==> config.mk <==
export PLATFORM = sky130hd
export DESIGN_NAME = id_scbd
export DESIGN_NICKNAME = d
export VERILOG_FILES = /design/src/rtl/id_scbd.sv
export SDC_FILE = /design/constraint.sdc
export NUM_CORES = 1
export LEC_CHECK = 0
export ABC_AREA = 1
export BUFFER_PORTS_ARGS = -buffer_cell sky130_fd_sc_hd__buf_2
export CELL_PAD_IN_SITES_DETAIL_PLACEMENT = 0
export CELL_PAD_IN_SITES_GLOBAL_PLACEMENT = 1
export CORE_AREA = 2 2 117 62
export DETAILED_ROUTE_END_ITERATION = 10
export DIE_AREA = 0 0 119 64
export PLACE_DENSITY_LB_ADDON = 0.1
export SYNTH_ARGS = -nofsm -noshare
export SYNTH_HDL_FRONTEND = slang
export SYNTH_SLANG_ARGS = --single-unit
==> constraint.sdc <==
create_clock -name i_clk -period 1.55 [get_ports i_clk]
set_clock_uncertainty 0.15 [all_clocks]
set_input_delay 0.155 -clock i_clk [delete_from_list [all_inputs] [get_ports i_clk]]
set_output_delay 0.155 -clock i_clk [all_outputs]
set_load 0.01 [all_outputs]
==> src/rtl/id_scbd.sv <==
// Purpose : decode-stage register scoreboard; per-operand forwarding select and load-use stall.
// Latency : selects, stall and issue are combinational (zero cycles); tracker shifts once per unheld cycle.
// Backpr. : i_ex_hold freezes every tracked entry and forces o_stall; a hazard or flush inserts a stage-1 bubble.
//
// Ports:
//   i_clk, i_rst             clock, synchronous active-high reset
//   i_id_vld                 instruction valid in ID
//   i_id_rs{1,2}_raddr/_use  source operand addresses and read enables
//   i_id_rd_waddr/_wen       destination address and write enable
//   i_id_is_load             ID instruction is a load
//   i_flush                  kill the ID instruction this cycle
//   i_ex_hold                downstream stall, freezes the tracker
//   o_rs{1,2}_src            0 = register file, k = result of post-decode stage k
//   o_stall                  ID/IF must hold
//   o_issue                  ID instruction enters stage 1 this cycle
//   o_stall_cnt              saturating count of load-use stall cycles
module id_scbd #(
  parameter int AW       = 5,
  parameter int DEPTH    = 3,
  parameter int LOAD_RDY = 2,
  parameter int CNT_W    = 16,
  parameter int SW       = $clog2(DEPTH + 1)
) (
  input  logic             i_clk,
  input  logic             i_rst,
  input  logic             i_id_vld,
  input  logic [AW-1:0]    i_id_rs1_raddr,
  input  logic             i_id_rs1_use,
  input  logic [AW-1:0]    i_id_rs2_raddr,
  input  logic             i_id_rs2_use,
  input  logic [AW-1:0]    i_id_rd_waddr,
  input  logic             i_id_rd_wen,
  input  logic             i_id_is_load,
  input  logic             i_flush,
  input  logic             i_ex_hold,
  output logic [SW-1:0]    o_rs1_src,
  output logic [SW-1:0]    o_rs2_src,
  output logic             o_stall,
  output logic             o_issue,
  output logic [CNT_W-1:0] o_stall_cnt
);

  typedef struct packed {
    logic          vld;
    logic [AW-1:0] rd;
    logic          ld;
  } ent_t;

  typedef struct packed {
    logic          haz;
    logic [SW-1:0] src;
  } sel_t;

  // Index k is post-decode stage k (1 = EX ... DEPTH = WB).
  ent_t [DEPTH:1]   ent_q;
  logic [CNT_W-1:0] stall_cnt_q;
  sel_t             rs1_sel;
  sel_t             rs2_sel;
  logic             haz;

  // Scan oldest to youngest so the youngest matching writer overrides older ones.
  function automatic sel_t lookup(input ent_t [DEPTH:1] ent, input logic use_op,
                                  input logic [AW-1:0] raddr);
    sel_t r;
    r = '0;
    if (use_op && (raddr != '0)) begin
      for (int k = DEPTH; k >= 1; k--) begin
        if (ent[k].vld && (ent[k].rd == raddr)) begin
          // A load still short of its data stage cannot forward yet.
          r.haz = ent[k].ld && (k < LOAD_RDY);
          r.src = r.haz ? '0 : SW'(k);
        end
      end
    end
    return r;
  endfunction

  always_comb begin
    rs1_sel = lookup(ent_q, i_id_rs1_use, i_id_rs1_raddr);
    rs2_sel = lookup(ent_q, i_id_rs2_use, i_id_rs2_raddr);
    haz     = i_id_vld & (rs1_sel.haz | rs2_sel.haz);
  end

  assign o_rs1_src   = rs1_sel.src;
  assign o_rs2_src   = rs2_sel.src;
  assign o_stall     = i_ex_hold | haz;
  assign o_issue     = i_id_vld & ~o_stall & ~i_flush;
  assign o_stall_cnt = stall_cnt_q;

  always_ff @(posedge i_clk) begin
    if (i_rst) begin
      ent_q       <= '0;
      stall_cnt_q <= '0;
    end else if (!i_ex_hold) begin
      for (int k = DEPTH; k >= 2; k--) begin
        ent_q[k] <= ent_q[k-1];
      end
      // Non-issued or non-writing instructions enter as bubbles; x0 is never tracked.
      ent_q[1].vld <= o_issue & i_id_rd_wen & (i_id_rd_waddr != '0);
      ent_q[1].rd  <= i_id_rd_waddr;
      ent_q[1].ld  <= i_id_is_load;
      if (haz && !(&stall_cnt_q)) begin
        stall_cnt_q <= stall_cnt_q + CNT_W'(1);
      end
    end
  end

endmodule

## Word level (Yosys, flattened, before mapping)

Index checks and enable logic that the tools add are counted.

| operators by class | value |
|---|---|
| add/sub/neg operators | 1 |
| eq/ne operators | 6 |
| multiplexer cells | 9 |
| bitwise operators | 10 |
| reduce and logical (&&, ||, !) cells | 15 |

Operators by type and width:

| operator | count |
|---|---|
| $eq 5x5->1 | 6 |
| $mux 3 | 6 |
| $add 16x1->16 const B | 1 |
| $reduce_and 16->1 | 1 |
| $reduce_bool 5->1 | 3 |
| $logic_and 1x1->1 | 9 |
| $and 1x1->1 | 5 |
| $mux 2 | 2 |
| $not 1->1 | 3 |
| $or 1x1->1 | 2 |
| $reduce_and 2->1 | 1 |
| $logic_not 1->1 | 1 |
| $mux 1 | 1 |

| word-level totals | value |
|---|---|
| bits in registers | 35 |
| input bits | 24 |
| output and inout port bits | 22 |
| logic and storage cells | 49 |

## Depth between registers and ports, before layout

Gate-level depths: netlist of the first run.

| depth | value |
|---|---|
| depth in word-level cells | 14 |
| gate-level depth with buffers | 11 |
| mapped depth without buffers | 10 |

## Worst setup path before layout of the first run

No wires, ideal clock.

| timing path | value |
|---|---|
| kind | reg-to-reg |
| start point | register stall_cnt_q[0], in the netlist o_stall_cnt[0] |
| end point | register stall_cnt_q[2], in the netlist o_stall_cnt[2] |
| setup time | 0.070 ns |
| data arrival time | 1.589 ns |
| data required time | 1.330 ns |
| path slack | -0.259 ns |
| cell stages (with the launch flop) | 9 |
| period minus slack after synthesis | 1.809 ns |
| cell sequence | dfxtp_1 ha_1 nand2_2 nor3b_4 a31oi_4 nand3_4 buf_6 nand2_1 a21oi_1 |

| between the ends | value |
|---|---|
| longest elaborated chain between the ends | 4 |

Ends and longest elaborated chain:

| item | line | RTL |
|---|---|---|
| start, declared | 56 | `logic [CNT_W-1:0] stall_cnt_q;` |
| start signal, assigned | 103 | `stall_cnt_q <= stall_cnt_q + CNT_W'(1);` |
| branches (longest 4 deep; another with $add 16x1->16) | -- |  |

Parallel ways; which one is timed is not known.
A chain may end at the register's enable or synchronous reset.

## Final worst setup path of the first run

| timing path | value |
|---|---|
| start point | register ent_q[18] (netlist bit) |
| end point | output o_rs1_src[1] |

| between the ends | value |
|---|---|
| longest elaborated chain between the ends | 6 |

Ends and longest elaborated chain:

| item | line | RTL |
|---|---|---|
| start, declared | 55 | `ent_t [DEPTH:1] ent_q;` |
| start signal, assigned by index | 96 | `ent_q[k] <= ent_q[k-1];` |
| $eq 5x5->1 | 68 | `if (ent[k].vld && (ent[k].rd == raddr)) begin` |
| $logic_and 1x1->1 | 68 |  |
| $mux 2 | 68 |  |
| $mux 3 (2 in a row) | 68 |  |
| $mux 3 | 66 | `if (use_op && (raddr != '0)) begin` |
| end, declared | 36 | `output logic [SW-1:0] o_rs1_src,` |

No other way between the ends.

==> results of run 1 <==
[through the flow]
stage / setup TNS, ps / setup WS [ps] / hold WS (ps)
floorplan: -766 / -78.6 / 150
global placement: -1470 / -106 / 280
detailed placement: -2200 / -143 / 284
CTS: -3940 / -330 / 4.26
global route: -6090 / -433 / 18.1
finish: -3780 / -296 / 2.46
[cell families (layout without fill, tap and decap cells)]
family | count (synthesis) | after routing | share of synthesized area, %
compound gates | 60 | 60 | 17.4
xor+xnor | 22 | 22 | 8.84
fa+ha+maj | 1 | 1 | 0.574
buf+inv | 49 | 160 | 9.01
flops | 35 | 35 | 32.1
simple gates | 154 | 155 | 32.1
[critical path, stage by stage (launching register included)]
cell	delay (ps)
dfxtp_2	320
buf_6	110
a21oi_4	140
o2111ai_2	120
nor4_2	180
nand2b_1	140
nand2_1	50
nor2_1	70
buf_2	130
[where the power goes]
| part | internal [W] | switching (W) | total (W) |
|---|---|---|---|
| Sequential | 0.000930 | 0.0000301 | 0.000961 |
| Clock | 0.000578 | 0.000379 | 0.000957 |
| Combinational | 0.000171 | 0.000202 | 0.000374 |
| Total | 0.00168 | 0.000611 | 0.00229 |
[Yosys cell counts, drive strengths merged]
library cell	instances
a31oi	1
xnor2	6
a221oi	2
nand2	72
dfxtp	35
nand4	21
ha	1
inv	36
nor3b	1
o21ai	8
buf	5
xor2	16
a211oi	17
nand3	13
nor2	39
clkbuf	8
nor3	4
nand2b	2
o2111ai	2
a21oi	26
o22ai	4
nor4	2
[placed cells by master, fill, tap and decap left out, types with 17 or more instances in the layout]
master    instances
nor2_1           36
nand2_1          51
dfxtp_1          20
nand4_1          21
inv_1            26
buf_2            45
a211oi_1         17
nand2_2          20
buf_4            59
[sequential cells by signal (all words and copies together) (netlist names)]
register and flops:
o_stall_cnt 16, ent_q 19
[worst max-delay path by stage]
stage	startpoint	endpoint	slack, ps	cells past startpoint
after floorplan	o_stall_cnt[1]$_SDFFE_PP0P_	o_stall_cnt[2]$_SDFFE_PP0P_	-80	8
after global placement	ent_q[6]$_SDFFE_PP0N_	o_stall_cnt[8]$_SDFFE_PP0P_	-110	9
after detailed placement	ent_q[1]$_SDFFE_PP0N_	o_stall_cnt[10]$_SDFFE_PP0P_	-140	9
after CTS	ent_q[11]$_SDFFE_PP0N_	o_rs1_src[1]	-330	8
after global routing	ent_q[18]$_SDFFE_PP0N_	o_rs1_src[1]	-430	8
final	ent_q[18]$_SDFFE_PP0N_	o_rs1_src[1]	-300	8
[cell type report]
cell class                 count  area, sq um
multi-input combinational    238         1470
inverter                      36          135
tap                           92          115
clock buffer                   6          129
fill                         661         3130
sequential                    35          724
timing repair buffer         118          842
[metal layers]
layer	up-vias	wire [um]
met5	-	0
met4	0	46
met3	4	438
met2	68	3340
met1	1156	3370
li1	1308	-
[repair_timing]
| item | CTS | global route |
|---|---|---|
| endpoints found under the hold margin | 4 | 0 |
| hold buffers | 4 | 0 |
| setup buffers | 10 | 1 |
| gates cloned | 3 | 0 |
| setup endpoints to repair | 22 | 23 |
| resized for setup | 44 | 31 |
| pin swaps | 25 | 17 |
==> metrics.md, run 1 <==
| Metric | Value |
|---|---|
| Outcome | `finished, violations left` |
| Failing checks | `setup timing` |
| Remaining Overflow, GRT | `0` |
| Max Freq | `0.542 GHz` |
| Vias/cell | `4.83` |
| Worst Hold Class | `input port to flip-flop` |
| Insertion delay to the later sink of the worst-skew pair | `280 ps` |
| Final Setup Violations | `22` |
| Cell Area, Synth | `0.00218 sq mm` |
| #FFs+latches synth | `35` |
| Worst Hold Depth | `3` |
| Fin. max-slew vios | `0` |
| Slack of the worst reg-to-reg path | `-190 ps` |
| Total Wirelength | `7.20 mm` |
| Placer Congestion | `0.861` |
| Max_slew headroom | `79.2%` |
| CTS H-tree lvls | `2` |
| Area contributors post-synth | `dfxtp_1, nand2_1, nor2_1, xor2_1, nand4_1` |
| 1st-iter DRT viols | `116` |
| Drc violations | `0` |
| Final period util | `119%` |
| Startpoint types | `flip-flop` |
| Final Util | `52.1%` |
| Initial antenna violation count | `0` |
| Placed Area | `0.00295 sq mm` |
| Core area | `0.00654 sq mm` |
| Busiest metal layer after global routing | `met2` |
| Hold path start | `i_id_rd_waddr[1]` |
| Average cell area after synthesis | `6.79 sq um` |
| WP data required | `1240 ps` |
| Power Density | `672 mW/mm^2` |
| CTS tree | `yes` |
| Number of cells on the worst reg-to-reg path | `11` |
| Leak | `1.49 nW` |
| CTS max path bufs | `2` |
| I/O Buffers | `45` |
| Post-DRT Antenna Nets | `0` |
| Tot GR Track Use | `20.4%` |
| Crit path kind | `flip-flop to output port` |
| RSZ-0062 raised after global routing | `true` |
| Largest net degree at the start of global routing | `36` |
| Post-route cell area | `0.00341 sq mm` |
| Finished Layout Cells | `525` |
| Placed instance count | `504` |
| GR Layer Usage met3 | `4.38%` |
| Fin worst setup slack | `-296 ps` |
| Shortest period the worst path allows | `1850 ps` |
| Synth Instances | `321` |
| Worst Max-Slew Pin Slew | `311 ps` |
| Pre-antenna DRT Iters | `4` |
| Final hold vios | `0` |
| Crit. End Element | `output port` |
| Arrival time worst endpoint | `1540 ps` |
| Final #Nets | `459` |
| Hpwl dp | `5.15 mm` |
| Yosys warning total | `0` |
| First-pass GRT wire length | `12.2 mm` |
| Tot Pwr | `0.00229 W` |
| Share of the synthesized area in the top cell type | `32.1%` |
| Clk sinks | `35` |
| Vias post-DR | `2,536` |
| CP max FO | `2` |
| Global Route met2 Usage | `34.4%` |
| Clock root buffer | `clkbuf_16` |
| Drt wl/cell | `13.7 um` |
| Worst vdd ir | `0.000312 V` |
| Die Span X | `119 um` |
| Initial core utilization | `33.3%` |
| Area growth syn-to-layout | `56.4%` |
| Worst hold endpoint | `ent_q[2]$_SDFFE_PP0N_` |
| Worst-path clk slew | `50 ps` |
| Met1 usage | `26.2%` |
| RR Endpoint | `o_stall_cnt[1]$_SDFFE_PP0P_` |
| Vias in the first global route | `2,577` |
| Die Y | `64 um` |
| Die area | `0.00762 sq mm` |
| Diode count | `0` |
| Net count after synthesis | `346` |
| Synth unique cells | `29` |
| Max-Cap Viols | `0` |
| Row count | `21` |
| Seq/Total Area, Yosys | `32.1%` |
| Synth area leader | `dfxtp_1` |
| I/O Pins | `46` |
| CTS Buf Count | `5` |
| Share of cells above drive strength 1 | `44.3%` |
| R2R Path Start | `ent_q[2]$_SDFFE_PP0N_` |
Power figures use the tool's default switching activity.
==> inputs of run 2 (changes only) <==
--- a/config.mk
+++ b/config.mk
@@ -10,9 +10,10 @@
 export CELL_PAD_IN_SITES_DETAIL_PLACEMENT = 0
 export CELL_PAD_IN_SITES_GLOBAL_PLACEMENT = 1
 export CORE_AREA = 2 2 117 62
+export CTS_CLUSTER_SIZE = 16
 export DETAILED_ROUTE_END_ITERATION = 10
 export DIE_AREA = 0 0 119 64
-export PLACE_DENSITY_LB_ADDON = 0.1
+export PLACE_DENSITY_LB_ADDON = 0.08
 export SYNTH_ARGS = -nofsm -noshare
 export SYNTH_HDL_FRONTEND = slang
 export SYNTH_SLANG_ARGS = --single-unit
==> run 2 against run 1 <==
  * The run still ends with setup timing left
  * Die area stayed put
  * Via count is 2.6% lower
  * Global-route usage is 2.4 points lower
  * Final area is 3.4% lower
  * Worst hold slack better by 9.8 ps
  * Count of clock-buffer cells in the layout stayed put
  * Register-to-register slack hardly changed
  * Combinational power is 4% lower
  * Sequential cell count stayed put
==> metrics.md, run 2 (same netlist as run 1, synthesis figures left out) <==
| Metric | Value |
|---|---|
| Outcome | `finished, violations left` |
| Failing checks | `setup timing` |
| Final hold vios | `0` |
| Vias post-DR | `2,470` |
| Die Span X | `119 um` |
| Tot GR Track Use | `18.0%` |
| Leak | `1.45 nW` |
| Initial core utilization | `33.3%` |
| Startpoint types | `flip-flop` |
| Worst Max-Slew Pin Slew | `293 ps` |
| Diode count | `0` |
| Initial antenna violation count | `0` |
| Drt wl/cell | `13.1 um` |
| Pre-CTS WS | `-129 ps` |
| Fin worst setup slack | `-378 ps` |
| Shortest period the worst path allows | `1930 ps` |
| Multi-input logic area | `0.00141 sq mm` |
| Max FFs per register | `19` |
| Final #Nets | `451` |
| Fin. max-slew vios | `0` |
| Die area | `0.00762 sq mm` |
| Post-DRT Antenna Nets | `0` |
| Max Freq | `0.519 GHz` |
| CP max FO | `3` |
| Crit path kind | `flip-flop to output port` |
| Total Wirelength | `6.79 mm` |
| Core area | `0.00654 sq mm` |
| Die Y | `64 um` |
| I/O Buffers | `45` |
| Clock root buffer | `clkbuf_16` |
| Crit. End Element | `output port` |
| Row count | `21` |
| Area occupied by registers | `722 sq um` |
| Remaining Overflow, GRT | `0` |
| Final period util | `124%` |
| Hpwl dp | `5.01 mm` |
| Vias/cell | `4.77` |
| Most common cell after layout, fill and taps aside | `nand2_1` |
| Final Setup Violations | `22` |
| Reg with most FFs | `ent_q` |
| Tot Pwr | `0.00234 W` |
| Placer Congestion | `0.813` |
| Worst-path clk slew | `60 ps` |
| Vias in the first global route | `2,361` |
| Area growth syn-to-layout | `51.1%` |
| RSZ-0062 raised after global routing | `true` |
| Worst Hold Class | `input port to flip-flop` |
| CTS tree | `yes` |
| Max_slew headroom | `80.5%` |
| WP data required | `1240 ps` |
| Share of cells above drive strength 1 | `38.5%` |
| Drc violations | `0` |
| Insertion delay to the later sink of the worst-skew pair | `280 ps` |
| Most frequent cells in the layout | `nand2_1, buf_4, buf_2` |
| CTS Buf Count | `5` |
| Clk sinks | `35` |
| First-pass GRT wire length | `11.0 mm` |
| Pre-antenna DRT Iters | `4` |
| I/O Pins | `46` |
| Power Density | `711 mW/mm^2` |
| # fillers | `682` |
| Worst vdd ir | `0.000329 V` |
| CTS H-tree lvls | `2` |
| 1st-iter DRT viols | `113` |
| Max-Cap Viols | `0` |
| Largest net degree at the start of global routing | `36` |
| Arrival time worst endpoint | `1620 ps` |
| CTS max path bufs | `2` |
run 2: changes by cell type in the layout (fill, tap and decap cells not counted), sizes merged:
cell / delta
buf: -9
clkinv: +1
dlygate4sd3: +1
run 2: repair_timing:
| item | in CTS | in global routing |
|---|---|---|
| pin swaps | 12 | 12 |
| hold endpoints to repair | 5 | 0 |
| hold buffers | 5 | 0 |
| endpoints found under the setup margin | 22 | 23 |
| cloned | 1 | 0 |
| setup buffers | 2 | 3 |
| resized for setup | 30 | 20 |
run 2: worst paths after layout:
check,slack [ps],endpoint,from,depth (start not counted)
worst max-delay path,-380,o_rs2_src[1],ent_q[18]$_SDFFE_PP0N_,8
worst min-delay path,10,ent_q[1]$_SDFFE_PP0N_,i_id_rd_waddr[0],3
worst max register to register,-190,o_stall_cnt[9]$_SDFFE_PP0P_,ent_q[2]$_SDFFE_PP0N_,11
worst min register to register,320,ent_q[6]$_SDFFE_PP0N_,ent_q[6]$_SDFFE_PP0N_,2
run 2: stage by stage:
step           hold slack, ps  std cells  setup TNS, ps  instance area [sq um]  utilization [%]
2_1_floorplan             150        321           -766                   2220                -
3_3_place_gp              275        501          -2290                   2920             44.7
3_5_place_dp              280        501          -2320                   2920             44.7
4_1_cts                  8.04        516          -3290                   3240             49.5
5_1_grt                  44.9        518          -7200                   3290             50.4
6_report                 12.3        518          -4510                   3290             50.4
run 2: power breakdown:
part	total (W)	internal (W)	leakage, nW	switching [W]
sequential	0.000959	0.000930	0.291	0.0000297
clock	0.00102	0.000628	0.0727	0.000395
combinational	0.000358	0.000163	1.08	0.000196
total	0.00234	0.00172	1.45	0.000621
run 2: final cells by class:
cell class              instances  area share (%)
repair buffers                110            23.4
clock inverters                 1           0.152
multi-input cells             238            42.7
well taps                      92            3.49
clock buffers                   6            4.22
inverters                      36            4.10
flip-flops and latches         35            21.9
run 2: worst max-delay path: stages, from the launching register on:
cell and delay, ps:
dfxtp_2 330, inv_2 50, a21oi_2 140, o2111ai_2 120, nor4_2 300, nand2b_1 140
nand2_1 50, nor2_1 80, buf_2 130
run 2: per-layer routing:
metal	GRT usage (%)	wire length, um
met4	4.91	65
met5	0	0
met2	29.4	3100
met1	23.9	3360
met3	4.38	269
